`config.mk`:
```
export PLATFORM = sky130hd
export DESIGN_NAME = gpio_in_filter_flat
export DESIGN_NICKNAME = d
export VERILOG_FILES = /design/src/rtl/gpio_in_filter_if.sv /design/src/rtl/gpio_in_filter.sv /design/src/flat_wrapper.sv
export SDC_FILE = /design/constraint.sdc
export NUM_CORES = 1
export LEC_CHECK = 0
export BUFFER_PORTS_ARGS = -buffer_cell sky130_fd_sc_hd__buf_2
export CORE_ASPECT_RATIO = 0.8
export CORE_UTILIZATION = 32
export CTS_CLUSTER_DIAMETER = 200
export DETAILED_ROUTE_END_ITERATION = 10
export HOLD_SLACK_MARGIN = 0.03
export MAX_ROUTING_LAYER = met4
export PLACE_DENSITY = 0.57
export REMOVE_ABC_BUFFERS = 1
export SLEW_MARGIN = 20
export SYNTH_ARGS = -nofsm -noshare
export SYNTH_HDL_FRONTEND = slang
export SYNTH_SLANG_ARGS = --single-unit
```
`constraint.sdc`:
```
create_clock -name pclk -period 5.6 [get_ports pclk]
set_input_delay 0 -clock pclk [delete_from_list [all_inputs] [get_ports pclk]]
set_output_delay 0 -clock pclk [all_outputs]
set_load 0.05 [all_outputs]
```
`src/rtl/gpio_in_filter_if.sv`:
```
// rtl/gpio_in_filter_if.sv - pad input, filter config and filtered output bundle for gpio_in_filter
//
// Signals:
//   pad_i      raw asynchronous pad levels
//   flt_en_i   per-pin filter enable (0 = synchronise only)
//   flt_div_i  sample tick period minus 1
//   flt_thr_i  consecutive differing ticks needed to flip a pin (0 acts as 1)
//   gpio_o     filtered pin levels
//   chg_o      one-cycle change pulse per pin
// Modports: master drives pads/config and observes outputs; slave is the filter.

interface gpio_in_filter_if #(
    parameter int GPIO_NUM  = 32,
    parameter int CNT_WIDTH = 8,
    parameter int DIV_WIDTH = 16
);
    logic [GPIO_NUM-1:0]  pad_i;
    logic [GPIO_NUM-1:0]  flt_en_i;
    logic [DIV_WIDTH-1:0] flt_div_i;
    logic [CNT_WIDTH-1:0] flt_thr_i;
    logic [GPIO_NUM-1:0]  gpio_o;
    logic [GPIO_NUM-1:0]  chg_o;

    modport master (
        output pad_i,
        output flt_en_i,
        output flt_div_i,
        output flt_thr_i,
        input  gpio_o,
        input  chg_o
    );

    modport slave (
        input  pad_i,
        input  flt_en_i,
        input  flt_div_i,
        input  flt_thr_i,
        output gpio_o,
        output chg_o
    );
endinterface

```
`src/rtl/gpio_in_filter.sv`:
```
// rtl/gpio_in_filter.sv - pad input synchroniser and per-pin debounce filter
//
// Ports:
//   pclk     clock
//   presetn  asynchronous active-low reset
//   bus      gpio_in_filter_if.slave: pad_i, flt_en_i, flt_div_i, flt_thr_i in;
//            gpio_o, chg_o out (both registered)
//
// Each pin passes through a 2-FF synchroniser. With the filter disabled the
// synchronised level goes straight to gpio_o. With it enabled, gpio_o only
// flips after thr_eff consecutive sample ticks that all disagree with it;
// any agreeing tick clears the count. All pins share one sample prescaler.

module gpio_in_filter #(
    parameter int GPIO_NUM  = 32,
    parameter int CNT_WIDTH = 8,
    parameter int DIV_WIDTH = 16
) (
    input  logic              pclk,
    input  logic              presetn,
    gpio_in_filter_if.slave   bus
);

    logic [GPIO_NUM-1:0]  s1_q, s1_d;
    logic [GPIO_NUM-1:0]  s2_q, s2_d;
    logic [DIV_WIDTH-1:0] div_cnt_q, div_cnt_d;
    logic [CNT_WIDTH-1:0] cnt_q [GPIO_NUM];
    logic [CNT_WIDTH-1:0] cnt_d [GPIO_NUM];
    logic [GPIO_NUM-1:0]  gpio_q, gpio_d;
    logic [GPIO_NUM-1:0]  chg_q, chg_d;

    logic                 tick;
    logic [CNT_WIDTH:0]   thr_eff;

    always_comb begin
        s1_d      = bus.pad_i;
        s2_d      = s1_q;

        // >= rather than == so that shrinking the period below the current
        // count produces a tick immediately instead of wrapping around.
        tick      = (div_cnt_q >= bus.flt_div_i);
        div_cnt_d = tick ? '0 : div_cnt_q + 1'b1;

        // One extra bit so cnt + 1 cannot overflow in the compare below.
        thr_eff   = (bus.flt_thr_i == '0) ? (CNT_WIDTH+1)'(1)
                                          : {1'b0, bus.flt_thr_i};

        gpio_d    = gpio_q;
        for (int i = 0; i < GPIO_NUM; i++) begin
            cnt_d[i] = cnt_q[i];
            if (!bus.flt_en_i[i]) begin
                gpio_d[i] = s2_q[i];
                cnt_d[i]  = '0;
            end else if (tick) begin
                if (s2_q[i] == gpio_q[i]) begin
                    cnt_d[i] = '0;
                end else if (({1'b0, cnt_q[i]} + (CNT_WIDTH+1)'(1)) >= thr_eff) begin
                    gpio_d[i] = s2_q[i];
                    cnt_d[i]  = '0;
                end else begin
                    cnt_d[i] = cnt_q[i] + 1'b1;
                end
            end
        end

        chg_d     = gpio_d ^ gpio_q;
    end

    always_ff @(posedge pclk or negedge presetn) begin
        if (!presetn) begin
            s1_q      <= '0;
            s2_q      <= '0;
            div_cnt_q <= '0;
            gpio_q    <= '0;
            chg_q     <= '0;
            for (int i = 0; i < GPIO_NUM; i++) begin
                cnt_q[i] <= '0;
            end
        end else begin
            s1_q      <= s1_d;
            s2_q      <= s2_d;
            div_cnt_q <= div_cnt_d;
            gpio_q    <= gpio_d;
            chg_q     <= chg_d;
            for (int i = 0; i < GPIO_NUM; i++) begin
                cnt_q[i] <= cnt_d[i];
            end
        end
    end

    assign bus.gpio_o = gpio_q;
    assign bus.chg_o  = chg_q;

endmodule
```
`src/flat_wrapper.sv`:
```
// flat-port wrapper written by rule: the top's interface ports become plain ports
module gpio_in_filter_flat 
#(
    parameter int GPIO_NUM  = 32,
    parameter int CNT_WIDTH = 8,
    parameter int DIV_WIDTH = 16
)
  (pclk, presetn, bus_pad_i, bus_flt_en_i, bus_flt_div_i, bus_flt_thr_i, bus_gpio_o, bus_chg_o);
  gpio_in_filter_if #(.GPIO_NUM(GPIO_NUM), .CNT_WIDTH(CNT_WIDTH), .DIV_WIDTH(DIV_WIDTH)) bus_i ();
  input  logic pclk;
  input  logic presetn;
  input wire logic [$bits(bus_i.pad_i)-1:0] bus_pad_i;
  input wire logic [$bits(bus_i.flt_en_i)-1:0] bus_flt_en_i;
  input wire logic [$bits(bus_i.flt_div_i)-1:0] bus_flt_div_i;
  input wire logic [$bits(bus_i.flt_thr_i)-1:0] bus_flt_thr_i;
  output wire logic [$bits(bus_i.gpio_o)-1:0] bus_gpio_o;
  output wire logic [$bits(bus_i.chg_o)-1:0] bus_chg_o;
  assign bus_i.pad_i = bus_pad_i;
  assign bus_i.flt_en_i = bus_flt_en_i;
  assign bus_i.flt_div_i = bus_flt_div_i;
  assign bus_i.flt_thr_i = bus_flt_thr_i;
  assign bus_gpio_o = bus_i.gpio_o;
  assign bus_chg_o = bus_i.chg_o;
  gpio_in_filter #(.GPIO_NUM(GPIO_NUM), .CNT_WIDTH(CNT_WIDTH), .DIV_WIDTH(DIV_WIDTH)) u_core (.pclk(pclk), .presetn(presetn), .bus(bus_i));
endmodule
```
* Word level (Yosys, flattened, before mapping) *
Index checks and enable logic that the tools add are counted.

cells by class
  add/sub/neg operators = 65
  multipliers = 0
  div/mod/pow operators = 0
  magnitude comparators = 33
  eq/ne operators = 64
  shifts and indexed selects = 0
  muxes and demuxes = 258
  bitwise logic cells = 1
  reduce and logical (&&, ||, !) cells = 1

operators with widths
  operator               count
  $mux 8                 129
  $add 8x1->9 const B    32
  $ge 9x9->1             32
  $add 8x1->8 const B    32
  $mux 1                 128
  $ne 2x1->1 const B     32
  $eq 1x1->1             32
  $xor 32x32->32         1
  $add 16x1->16 const B  1
  $ge 16x16->1           1
  $mux 16                1
  $logic_not 8->1        1

word-level totals
  flip-flop bits (word level) = 400
  latch bits = 0
  memory bits (writable) = 0
  memory bits (read-only) = 0
  input port bits = 90
  output and inout bits = 64
  logic and storage cells = 459
  memories = 0

* Logic depth before layout (Yosys ltp) *
  word-level depth = 8
  gate-level depth with buffers = 14
  depth with buffers taken out = 14

* Worst setup path before layout *
OpenSTA, ideal clock, no wires.

  path kind = input-to-reg
  start = in bus_flt_thr_i[3]
  end = reg u_core.cnt_q[69] in the netlist's numbering
  library setup time = 0.067 ns
  arrival time = 3.397 ns
  data required time = 5.533 ns
  slack = 2.135 ns
  cell stages on the path = 10
  path buffers = 0
  path through = inv_1 a41o_1 ha_1 nand2b_1 a21o_1 a2111oi_0 o31ai_1 a211oi_1 o21ai_0 nand2_1

between the ends
  longest elaborated chain between the ends = 7

RTL lines
  item                           line                  RTL
  start, declared                flat_wrapper.sv:15    input wire logic [$bits(bus_i.flt_thr_i)-1:0] bus_flt_thr_i;
  $logic_not 8->1                gpio_in_filter.sv:45  thr_eff = (bus.flt_thr_i == '0) ? (CNT_WIDTH+1)'(1)
  $mux 8 (*)                     gpio_in_filter.sv:45
  $ge 9x9->1 (*)                 gpio_in_filter.sv:57  end else if (({1'b0, cnt_q[i]} + (CNT_WIDTH+1)'(1)) >= thr_eff) begin
  $mux 8 (*)                     gpio_in_filter.sv:57
  $mux 8 (*)                     gpio_in_filter.sv:55  if (s2_q[i] == gpio_q[i]) begin
  $mux 8 (*)                     gpio_in_filter.sv:54  end else if (tick) begin
  $mux 8 (*)                     gpio_in_filter.sv:51  if (!bus.flt_en_i[i]) begin
  end signal, assigned by index  gpio_in_filter.sv:86  cnt_q[i] <= cnt_d[i];
  end, declared                  gpio_in_filter.sv:27  logic [CNT_WIDTH-1:0] cnt_q [GPIO_NUM];

Mark *: on every way between the ends. The rest lies on a longest branch, timed or not. The select of a mux whose other input is x is not followed.
A chain may end at the register's enable or synchronous reset.

* Final worst setup path *
  start = reg u_core.div_cnt_q[10]
  end = reg u_core.cnt_q[92] in the netlist's numbering

between the ends
  longest elaborated chain between the ends = 2

RTL lines
  item                    line                  RTL
  start, declared         gpio_in_filter.sv:26  logic [DIV_WIDTH-1:0] div_cnt_q, div_cnt_d;
  start signal, assigned  gpio_in_filter.sv:82  div_cnt_q <= div_cnt_d;
  $ge 16x16->1            gpio_in_filter.sv:41  tick = (div_cnt_q >= bus.flt_div_i);
  $ne 2x1->1 (no line)    --

No other way between the ends.

==> run summary <==
final wirelength: 67.36 mm
Die Ht: 254.3 um
IO Pins: 154
cell at the slowest stage of the critical path: nand2_4
register area share after synthesis: 39.31%
root buffer cell: clkbuf_16
top_reg_cell synth: dfrtp_1
worst path arrival time: 4.29 ns
core area: 0.07874 mm^2
Distinct cells, synth: 78
synth warn: 0
Row Count: 92
Clock Tree Buf Depth: 3
P&R area growth vs syn: 18.99%
Design Area, Final: 0.03030 mm^2
WS Path Type: flop to flop
mux cell area share after synthesis: 1.980%
dpl cell area: 0.02758 mm^2
FMAX: 260.2 MHz
XOR/XNOR share of the synthesized area: 5.572%
Tcrit/Tclk final: 68.63%
Sequential Area: 0.01001 mm^2
RSZ-0062 raised after global routing: no
final setup violation count: 0
nets: 3287
largest net degree at the start of global routing: 129
drt wl/cell: 16.84 um
Synth Area in Simple Gates: 20.08%
minimum clock period: 3.843 ns
# fillers: 7886
type of element capturing the critical path: flop
Hold Crit Class: primary input to asynchronous set/reset pin
clock latency on the worst-skew pair: 0.61 ns
VDD IR max: 0.2680 mV
Adder-Cell Fraction of Synth Area: 14.00%
Num CTS Buffers: 50
initial DRC count: 1232
Hold Fails Final Rpt: 0
max_slew headroom: 36.56%
vias per inst: 5.061
HPWL after detailed placement: 44.78 mm
Die Width: 317.4 um
Worst Path Buf+Inv: 2
asr flop ratio synth: 100.0%
Top delay family on crit path: compound AO/OA/AOI/OAI gates
cell accounting for the most synthesized area: dfrtp_1
register bit total from synthesis: 400
Setup Skew: 0.02774 ns
Vias: 20250
crit-path cells: ha_1 > a21o_1 > a221oi_2 > a21boi_2 > a311o_2 > buf_4 > nand2_4 > buf_4 > o21ai_0 > o22ai_1
Die ar.: 0.08071 mm^2
Clock Sinks: 400
Worst setup SP type: flop
vias in the first global route: 19320
# H-tree levels: 2
Cells after Synth: 2644
status: finished clean
first-pass GRT wire length: 108.2 mm
top post-synthesis cells by area: dfrtp_1 (39%), ha_1 (13%), nand2_1 (4.3%), a21o_1 (3.4%), nand3_1 (3.3%)
measured slew at the worst slew-check pin: 0.9516 ns
router iterations before antenna repair: 7
complex-gate fraction of the synthesized area: 17.07%
GRT overflow: 0
Post-DRT Antenna Nets: 0
footprint of the multi-input gates: 0.01498 mm^2
number of inserted diodes: 0
main combinational cell family by area after synthesis: simple AND/OR/NAND/NOR gates
initial core utilization: 32.34%
PD cells: 272.9 mW/mm^2
GP Congestion: 0.8188
FF-to-FF setup slack: 1.76 ns
CP max FO: 37
CTS tree: done
synthesized cell area: 0.02546 mm^2
Pleak: 15.26 nW
I/O Buffers: 153
Yosys top cell area share: 39.31%
post-CTS setup buffer count: 0
Mean Syn Cell Area: 9.630 um^2
gr usage total: 17.37%
CP Data Required Time: 6.05 ns
clock-pin slew on the worst setup and hold paths: 0.06 ns
Slew Limit Fails: 0
initial antenna violation count: 1
Setup TNS: 0 ns
Max-cap violations: 0
number of synthesized flops with an enable pin: 0
Residual DRC: 0
most used cell, CP: buf_4
delay of the slowest critical-path stage: 0.50 ns
fraction of layout cells with a size suffix above 1: 13.99%
synth_stat cells (6+ instances only):
library cell	instances
a211oi_1	23
nand2b_1	80
nand3b_1	14
a2111oi_0	13
nor3_4	10
clkbuf_1	16
a22o_1	69
a32o_1	8
a221o_1	10
o31ai_1	8
xnor2_1	94
a31o_2	8
dfrtp_1	400
and3_1	45
inv_1	79
o2111ai_1	15
nor2_1	163
and2_1	32
nor2b_1	30
nor3_2	6
o211ai_1	9
a21o_1	117
a211o_1	16
or3_1	14
nor3_1	48
o22ai_1	28
nand2_1	294
buf_2	18
a21oi_1	117
or2_2	59
o21ai_0	116
ha_1	273
xor2_1	68
nand4_1	9
nand3_1	167
maj3_1	15
nor3b_1	21
mux2_2	42
worst paths after layout:
| kind | start | endpoint | cells after the start |
|---|---|---|---|
| min in group pclk | bus_pad_i[5] | u_core.s1_q[5]$_DFF_PN0_ | 2 |
| worst min-delay path | presetn | u_core.div_cnt_q[5]$_DFF_PN0_ | 2 |
| worst max register to register | u_core.div_cnt_q[10]$_DFF_PN0_ | u_core.cnt_q[92]$_DFFE_PN0P_ | 10 |
| worst max-delay path | u_core.div_cnt_q[10]$_DFF_PN0_ | u_core.cnt_q[92]$_DFFE_PN0P_ | 10 |
| max in group asynchronous | presetn | u_core.cnt_q[39]$_DFFE_PN0P_ | 3 |
| worst min register to register | u_core.s1_q[1]$_DFF_PN0_ | u_core.s2_q[1]$_DFF_PN0_ | 0 |
metrics by stage:
step	hold slack [ns]	utilization [%]	cells	power, mW	setup slack (ns)
2_1_floorplan	-0.2956	-	2602	4.233	0.2336
3_3_place_gp	0.1093	35.03	3812	4.788	1.883
3_5_place_dp	0.1093	35.03	3812	4.799	1.792
4_1_cts	0.03091	38.48	4000	8.430	1.774
5_1_grt	0.04269	38.48	4000	8.696	1.470
6_report	0.04640	38.48	4000	8.267	1.757
layout by cell type (no fill, tap or decap), drive strengths merged, types with 10 or more instances in the layout:
cell	Yosys	routed
a211o	16	16
a221o	10	10
nor3	64	64
a21o	117	117
and3	45	45
nand3b	14	14
clkinv	0	13
o2111ai	15	15
nor3b	23	23
nor2b	30	30
a21oi	118	118
a211oi	26	26
nor2	165	165
or2	59	59
xnor2	94	94
dlygate4sd3	0	94
a22o	69	69
o211ai	15	15
nand3	167	167
and2	32	32
xor2	68	68
o22ai	28	28
or3	14	14
nand2b	80	80
a2111oi	13	13
inv	79	81
maj3	15	15
mux2	43	43
ha	273	273
buf	26	176
clkbuf	16	67
o21ai	119	119
dfrtp	400	400
nand2	294	294
state kept, by name, indices dropped and copies added, names as in the netlist:
name	count
u_core.bus.gpio_o	32
u_core.s1_q	32
u_core.div_cnt_q	16
u_core.cnt_q	256
u_core.s2_q	32
u_core.bus.chg_o	32
final cells by class:
type | count | area share [%]
Multi-Input combinational cell | 2123 | 49.46
Sequential cell | 400 | 33.04
Inverter | 79 | 0.9788
Timing Repair Buffer | 270 | 6.401
Clock inverter | 27 | 1.214
Tap cell | 1034 | 4.270
Clock buffer | 67 | 4.638
report_power, final:
part	switching, mW	internal, mW	total, mW
clock network	1.35	2.13	3.49
registers	0.146	3.05	3.20
logic	1.06	0.524	1.58
kinds of logic after synthesis:
kind of cell,Yosys count
AND/OR/NAND/NOR,1009
AO/OA/AOI/OAI,619
multiplexers,45
XOR/XNOR,162
flip-flops,400
adder cells (fa/ha/maj),288
buffers and inverters,121
worst reg2reg max path: stages, from the launching register on:
cell and delay [ns]:
dfrtp_1 0.42, ha_1 0.30, a21o_1 0.19, a221oi_2 0.39, a21boi_2 0.29, a311o_2 0.14, buf_4 0.43, nand2_4 0.51
buf_4 0.40, o21ai_0 0.49, o22ai_1 0.14
metal layers:
metal | share of wire (%) | global-route usage [%] | up-vias
met4 | 2.4 | 4.812 | 0
met3 | 3.6 | 2.448 | 106
met2 | 43 | 25.52 | 312
li1 | - | - | 10200
met1 | 51 | 24.76 | 9624
met5 | 0 | - | -
what timing repair did:
action	in CTS	in global routing
gates resized for setup	0	0
hold endpoints to repair	371	0
hold buffers	94	0
setup endpoints to repair	0	0
Power figures use the tool's default switching activity.
